File: src/rtl/organ_voice_scheduler.sv
// organ_voice_scheduler: monophonic voice scheduler for the digital organ.
// Four note buttons are synchronized and debounced, then arbitrated onto a single
// programmable tone divider. The 2-bit octave select scales the half-period.
// Optional macro ORGAN_LAST_NOTE_EN selects last-note priority instead of
// fixed lowest-index priority.
module organ_voice_scheduler #(
    parameter int DEBOUNCE_CYCLES = 5000,
    parameter int GAP_CYCLES      = 1000,
    parameter int HALF_C          = 477,
    parameter int HALF_D          = 425,
    parameter int HALF_E          = 379,
    parameter int HALF_F          = 358,
    parameter int CNT_BITS        = 12
) (
    input  logic       clock,
    input  logic       reset_n,
    input  logic [1:4] button_n,
    input  logic [1:0] octaveSelect_n,
    output logic       tone,
    output logic       noteValid,
    output logic [1:0] activeNote
);

    localparam int DB_W  = $clog2(DEBOUNCE_CYCLES);
    localparam int GAP_W = $clog2(GAP_CYCLES + 1);

    typedef enum logic [1:0] {IDLE, PLAY, GAP} state_t;

    // Bit i of the button vectors is note i (0=C .. 3=F), stored as "pressed".
    logic [3:0]             btn_s1_q, btn_s2_q;
    logic [1:0]             oct_s1_q, oct_s2_q;
    logic [3:0]             db_q, db_d;
    logic [3:0][DB_W-1:0]   dbcnt_q, dbcnt_d;
    logic [1:0]             winner;

    state_t                 state_q, state_d;
    logic                   tone_q, tone_d;
    logic [CNT_BITS-1:0]    cnt_q, cnt_d;
    logic [GAP_W-1:0]       gap_q, gap_d;
    logic [1:0]             active_q, active_d;
    logic [CNT_BITS-1:0]    half_win, half_act;

    function automatic logic [1:0] lowest(input logic [3:0] r);
        lowest = 2'd0;
        for (int i = 3; i >= 0; i--) begin
            if (r[i]) lowest = 2'(i);
        end
    endfunction

    // Octave value 3 is the highest octave and uses the base half-period unshifted.
    function automatic logic [CNT_BITS-1:0] half_for(input logic [1:0] note,
                                                     input logic [1:0] oct);
        logic [CNT_BITS-1:0] base;
        case (note)
            2'd0:    base = CNT_BITS'(HALF_C);
            2'd1:    base = CNT_BITS'(HALF_D);
            2'd2:    base = CNT_BITS'(HALF_E);
            default: base = CNT_BITS'(HALF_F);
        endcase
        half_for = base << (2'd3 - oct);
    endfunction

    // Two-flop synchronizers for buttons (inverted to pressed) and octave (inverted to 0..3).
    always_ff @(posedge clock or negedge reset_n) begin
        if (!reset_n) begin
            btn_s1_q <= '0;
            btn_s2_q <= '0;
            oct_s1_q <= '0;
            oct_s2_q <= '0;
        end else begin
            btn_s1_q <= ~{button_n[4], button_n[3], button_n[2], button_n[1]};
            btn_s2_q <= btn_s1_q;
            oct_s1_q <= ~octaveSelect_n;
            oct_s2_q <= oct_s1_q;
        end
    end

    // Stability counters: a level is accepted after DEBOUNCE_CYCLES consecutive differing samples.
    always_comb begin
        db_d    = db_q;
        dbcnt_d = '0;
        for (int i = 0; i < 4; i++) begin
            if (btn_s2_q[i] != db_q[i]) begin
                if (dbcnt_q[i] == DB_W'(DEBOUNCE_CYCLES - 1)) db_d[i] = btn_s2_q[i];
                else dbcnt_d[i] = dbcnt_q[i] + 1'b1;
            end
        end
    end

    // Debounced button state and stability counters.
    always_ff @(posedge clock or negedge reset_n) begin
        if (!reset_n) begin
            db_q    <= '0;
            dbcnt_q <= '0;
        end else begin
            db_q    <= db_d;
            dbcnt_q <= dbcnt_d;
        end
    end

`ifdef ORGAN_LAST_NOTE_EN
    logic [1:0] last_q;
    logic [3:0] press_edge;
    assign press_edge = db_d & ~db_q;

    // Remember the most recently pressed note; simultaneous presses resolve to the lowest index.
    always_ff @(posedge clock or negedge reset_n) begin
        if (!reset_n)          last_q <= 2'd0;
        else if (|press_edge)  last_q <= lowest(press_edge);
    end

    // Last note wins while held; otherwise fall back to the lowest held note.
    assign winner = db_q[last_q] ? last_q : lowest(db_q);
`else
    assign winner = lowest(db_q);
`endif

    assign half_win = half_for(winner, oct_s2_q);
    assign half_act = half_for(active_q, oct_s2_q);

    // Scheduler FSM and tone divider next-state logic.
    always_comb begin
        state_d  = state_q;
        tone_d   = tone_q;
        cnt_d    = cnt_q;
        gap_d    = gap_q;
        active_d = active_q;
        case (state_q)
            IDLE: begin
                tone_d = 1'b0;
                if (|db_q) begin
                    state_d  = PLAY;
                    tone_d   = 1'b1;
                    cnt_d    = half_win - 1'b1;
                    active_d = winner;
                end
            end
            PLAY: begin
                if (!(|db_q)) begin
                    state_d = IDLE;
                    tone_d  = 1'b0;
                    cnt_d   = '0;
                end else if (winner != active_q) begin
                    state_d = GAP;
                    tone_d  = 1'b0;
                    cnt_d   = '0;
                    gap_d   = GAP_W'(GAP_CYCLES - 1);
                end else if (cnt_q == '0) begin
                    tone_d = ~tone_q;
                    cnt_d  = half_act - 1'b1;
                end else begin
                    cnt_d = cnt_q - 1'b1;
                end
            end
            GAP: begin
                tone_d = 1'b0;
                if (!(|db_q)) begin
                    state_d = IDLE;
                    gap_d   = '0;
                end else if (gap_q == '0) begin
                    state_d  = PLAY;
                    tone_d   = 1'b1;
                    cnt_d    = half_win - 1'b1;
                    active_d = winner;
                end else begin
                    gap_d = gap_q - 1'b1;
                end
            end
            default: begin
                state_d = IDLE;
                tone_d  = 1'b0;
            end
        endcase
    end

    // Scheduler state, divider and gap counters.
    always_ff @(posedge clock or negedge reset_n) begin
        if (!reset_n) begin
            state_q  <= IDLE;
            tone_q   <= 1'b0;
            cnt_q    <= '0;
            gap_q    <= '0;
            active_q <= 2'd0;
        end else begin
            state_q  <= state_d;
            tone_q   <= tone_d;
            cnt_q    <= cnt_d;
            gap_q    <= gap_d;
            active_q <= active_d;
        end
    end

    assign tone       = tone_q;
    assign noteValid  = (state_q == PLAY);
    assign activeNote = (state_q == PLAY) ? active_q : 2'd0;

endmodule

File: config.mk
export PLATFORM = sky130hd
export DESIGN_NAME = organ_voice_scheduler
export DESIGN_NICKNAME = d
export VERILOG_FILES = /design/src/rtl/organ_voice_scheduler.sv
export SDC_FILE = /design/constraint.sdc
export NUM_CORES = 1
export LEC_CHECK = 0
export ABC_AREA = 1
export ABC_CLOCK_PERIOD_IN_PS = 1950
export CORE_UTILIZATION = 41
export CTS_BUF_LIST = sky130_fd_sc_hd__clkbuf_8
export DETAILED_ROUTE_END_ITERATION = 6
export GPL_TIMING_DRIVEN = 0
export PLACE_DENSITY = 0.65
export SETUP_SLACK_MARGIN = 0.15
export SLEW_MARGIN = 20
export SYNTH_ARGS = -nofsm -noshare
export SYNTH_HDL_FRONTEND = slang
export SYNTH_SLANG_ARGS = --single-unit
File: constraint.sdc
create_clock -name clock -period 1.95 [get_ports clock]
set_clock_uncertainty 0.1 [all_clocks]
set_input_delay 0.4875 -clock clock [delete_from_list [all_inputs] [get_ports clock]]
set_output_delay 0.4875 -clock clock [all_outputs]
set_load 0.02 [all_outputs]
==> impl_metrics.json <==
{
  "drtIter0Drc": 277,
  "wl_met3_um": 542,
  "clk_pin_slew_ns": 0.11,
  "cts_inserted_buffers": 9,
  "syn-instance-count": 776,
  "fin_crit_ns": 2.30,
  "n_fill_cell": 1210,
  "yosys.area_share.adder": 0.0470,
  "synth_ff_type": "dfrtp_1",
  "path_class": "flip-flop to flip-flop",
  "area_growth_pct": 38.1,
  "rr_startpoint": "db_q[1]$_DFFE_PN0P_",
  "ys_seq_elements": 95,
  "top_layer_used": "met4",
  "finalWirelength_um": 14800,
  "antenna_found_initial": 0,
  "route.met2.wl_um": 7320,
  "grt_pass1_wl_um": 23700,
  "rsz0062_at_grt": "yes",
  "netlist.area_leader.share": 0.406,
  "insertedDiodeCount": 0,
  "drive_gt1_frac": 0.369,
  "hpwl_um": 9100,
  "synth_cell_types": 47,
  "pre_cts_ws_ns": -0.344,
  "status": "complete, but fails checks",
  "first_global_vias": 5241,
  "dr.pass1.iters": 5,
  "worst-endpoint-arrival_ns": 2.51,
  "synth_warnings": 0,
  "finalCritPeriodShare": 1.18,
  "drv_slew": 0,
  "num_vias": 5509,
  "synth_mux_area_frac": 0.00385,
  "peakVddDrop_uv": 467,
  "synthTopCellsByArea": "dfrtp_1 41%, nand2_1 9.9%, inv_1 7.0%, nor2_1 5.6%, nand3_1 4.9%",
  "max_slew_margin": 0.649,
  "yosys.area_share.simple": 0.310,
  "grt_overflow": 0,
  "ctsRootBufferMaster": "clkbuf_8",
  "timing.hold.ws_ns": 0.255,
  "htreeDepth": 3,
  "ant_nets": 0,
  "reg2reg_depth": 13,
  "layout_commonest_cell": "nand2_1",
  "track_usage": 0.204,
  "fmax_mhz": 436,
  "nNetsFinal": 913,
  "crit_start": "db_q[1]$_DFFE_PN0P_",
  "hold_path_class": "flip-flop to flip-flop",
  "finalHoldViolCount": 0,
  "end_kind": "flip-flop",
  "wl_met1_um": 6680,
  "syn_nets": 806,
  "p_leak_uw": 0.00368,
  "synthXorXnorAreaFrac": 0.0329,
  "clkLatencyLatePin_ns": 0.40,
  "failed_checks": "negative setup slack",
  "row_count": 43,
  "startpoint_type": "flip-flop",
  "dieWidth_um": 121,
  "cap_viol_max_count": 0,
  "synth-edff-count": 0,
  "cts_buffer_depth": 2,
  "async_flop_share": 1.00,
  "gp_congestion": 0.835,
  "final_util": 0.582,
  "r2r_end": "cnt_q[4]$_DFFE_PN0P_",
  "layout_common_cells": "114 x nand2_1, 91 x dfrtp_1, 80 x inv_1, 59 x nor2_1, 58 x buf_4",
  "crit_required_ns": 2.16,
  "cts_tree": "yes",
  "rrSetupSlack_ns": -0.35,
  "synth-compound-area-share": 0.110,
  "die_h_um": 121,
  "wl_per_cell_um": 13.9,
  "clock-sinks": 95,
  "yosysTopAreaCell": "dfrtp_1",
  "tightestPinTransition_ns": 0.527,
  "syn-cell-area_um2": 5850,
  "ios": 12,
  "setup_violations": 25,
  "yosysSeqAreaShare": 0.406,
  "grt_max_degree": 64,
  "port_buffers": 11,
  "power_density_nw_per_um2": 501,
  "via_per_inst": 5.16,
  "drc": 0,
  "start_util": 0.421,
  "syn_area_per_cell_um2": 7.54,
  "endpoint": "cnt_q[4]$_DFFE_PN0P_",
  "cp_max_fo": 4,
  "synth_top_family_by_area": "simple AND/OR/NAND/NOR gates",
  "die_area_um2": 14800,
  "fin_ws_ns": -0.346,
  "coreArea_um2": 13900
}
worst max-delay path, cell delays in order (launching register included):
cell and delay (ns):
dfrtp_2 0.45, buf_12 0.13, nor3_4 0.21, buf_6 0.15, ha_2 0.18, o21ai_1 0.07, nand2_2 0.08, nand2_1 0.10
ha_4 0.19, inv_2 0.07, nor2_4 0.05, xnor2_1 0.19, a21oi_2 0.09, a22oi_1 0.14
logic make-up (layout without fill, tap and decap cells):
family                   Yosys count  in the layout
AO/OA/AOI/OAI                    111            111
AND/OR/NAND/NOR                  394            394
flip-flops                        95             95
buffers and inverters            130            242
adder cells (fa/ha/maj)           22             22
multiplexers                       2              2
XOR/XNOR                          22             22
how the worst min path moves through the flow:
stage / start / to / slack, ns / depth (start not counted)
5_1_grt: btn_s1_q[3]$_DFF_PN0_ / btn_s2_q[3]$_DFF_PN0_ / 0.27 / 0
3_3_place_gp: btn_s1_q[3]$_DFF_PN0_ / btn_s2_q[3]$_DFF_PN0_ / 0.23 / 0
6_report: oct_s1_q[0]$_DFF_PN0_ / oct_s2_q[0]$_DFF_PN0_ / 0.25 / 0
4_1_cts: oct_s1_q[0]$_DFF_PN0_ / oct_s2_q[0]$_DFF_PN0_ / 0.26 / 0
2_1_floorplan: reset_n / active_q[0]$_DFFE_PN0P_ / 0.09 / 0
3_5_place_dp: oct_s1_q[0]$_DFF_PN0_ / oct_s2_q[0]$_DFF_PN0_ / 0.24 / 0
synthesized netlist by cell type (all sizes together), types with 6 or more instances:
| library cell | count |
|---|---|
| a31oi | 6 |
| a21oi | 36 |
| dfrtp | 95 |
| nand2 | 163 |
| nor2 | 99 |
| nand3 | 63 |
| nand4 | 13 |
| nor3b | 11 |
| nor4 | 9 |
| xor2 | 20 |
| o21ai | 48 |
| inv | 113 |
| buf | 12 |
| nor3 | 30 |
| ha | 22 |
what timing repair did:
action | CTS | global route
hold endpoints to repair | 32 | 0
hold buffers | 1 | 0
resized for setup | 129 | 121
endpoints found under the setup margin | 47 | 47
pin swaps | 53 | 63
cloned | 1 | 0
buffers inserted | 53 | 29
area by class of cell:
cell class | count | area [um2] | area share
sequential | 95 | 2380 | 0.295
inverter | 116 | 453 | 0.0561
timing repair buffer | 96 | 882 | 0.109
clock inverter | 7 | 109 | 0.0135
buffer | 14 | 116 | 0.0144
multi-input combinational | 551 | 3790 | 0.469
clock buffer | 9 | 124 | 0.0153
tap | 180 | 225 | 0.0279
where the power goes:
| part | internal [uW] | switching (uW) |
|---|---|---|
| clock | 752 | 809 |
| sequential | 2000 | 24.9 |
| combinational | 189 | 275 |
per-stage QoR:
stage / TNS [ns] / cells / total power, uW / instance area, um2
6_report: -4.14 / 1068 / 4050 / 8080
5_1_grt: -8.26 / 1068 / 4220 / 8080
4_1_cts: -3.04 / 1039 / 4020 / 7410
3_5_place_dp: -5.21 / 968 / 2390 / 6380
3_3_place_gp: -329.49 / 967 / 2380 / 6330
2_1_floorplan: -0.299 / 776 / 2270 / 6000
sequential cells by signal, indices dropped and copies added, names as in the netlist:
register,count
cnt_q,12
tone,1
oct_s1_q,2
oct_s2_q,2
gap_q,10
btn_s2_q,4
state_q,2
db_q,4
btn_s1_q,4
active_q,2
dbcnt_q,52
per-layer routing:
metal,global-route usage,up-vias
li1,-,2745
met1,0.269,2631
met2,0.335,109
met3,0.0376,24
met4,0.0671,0
met5,0,-
Power figures use the tool's default switching activity.
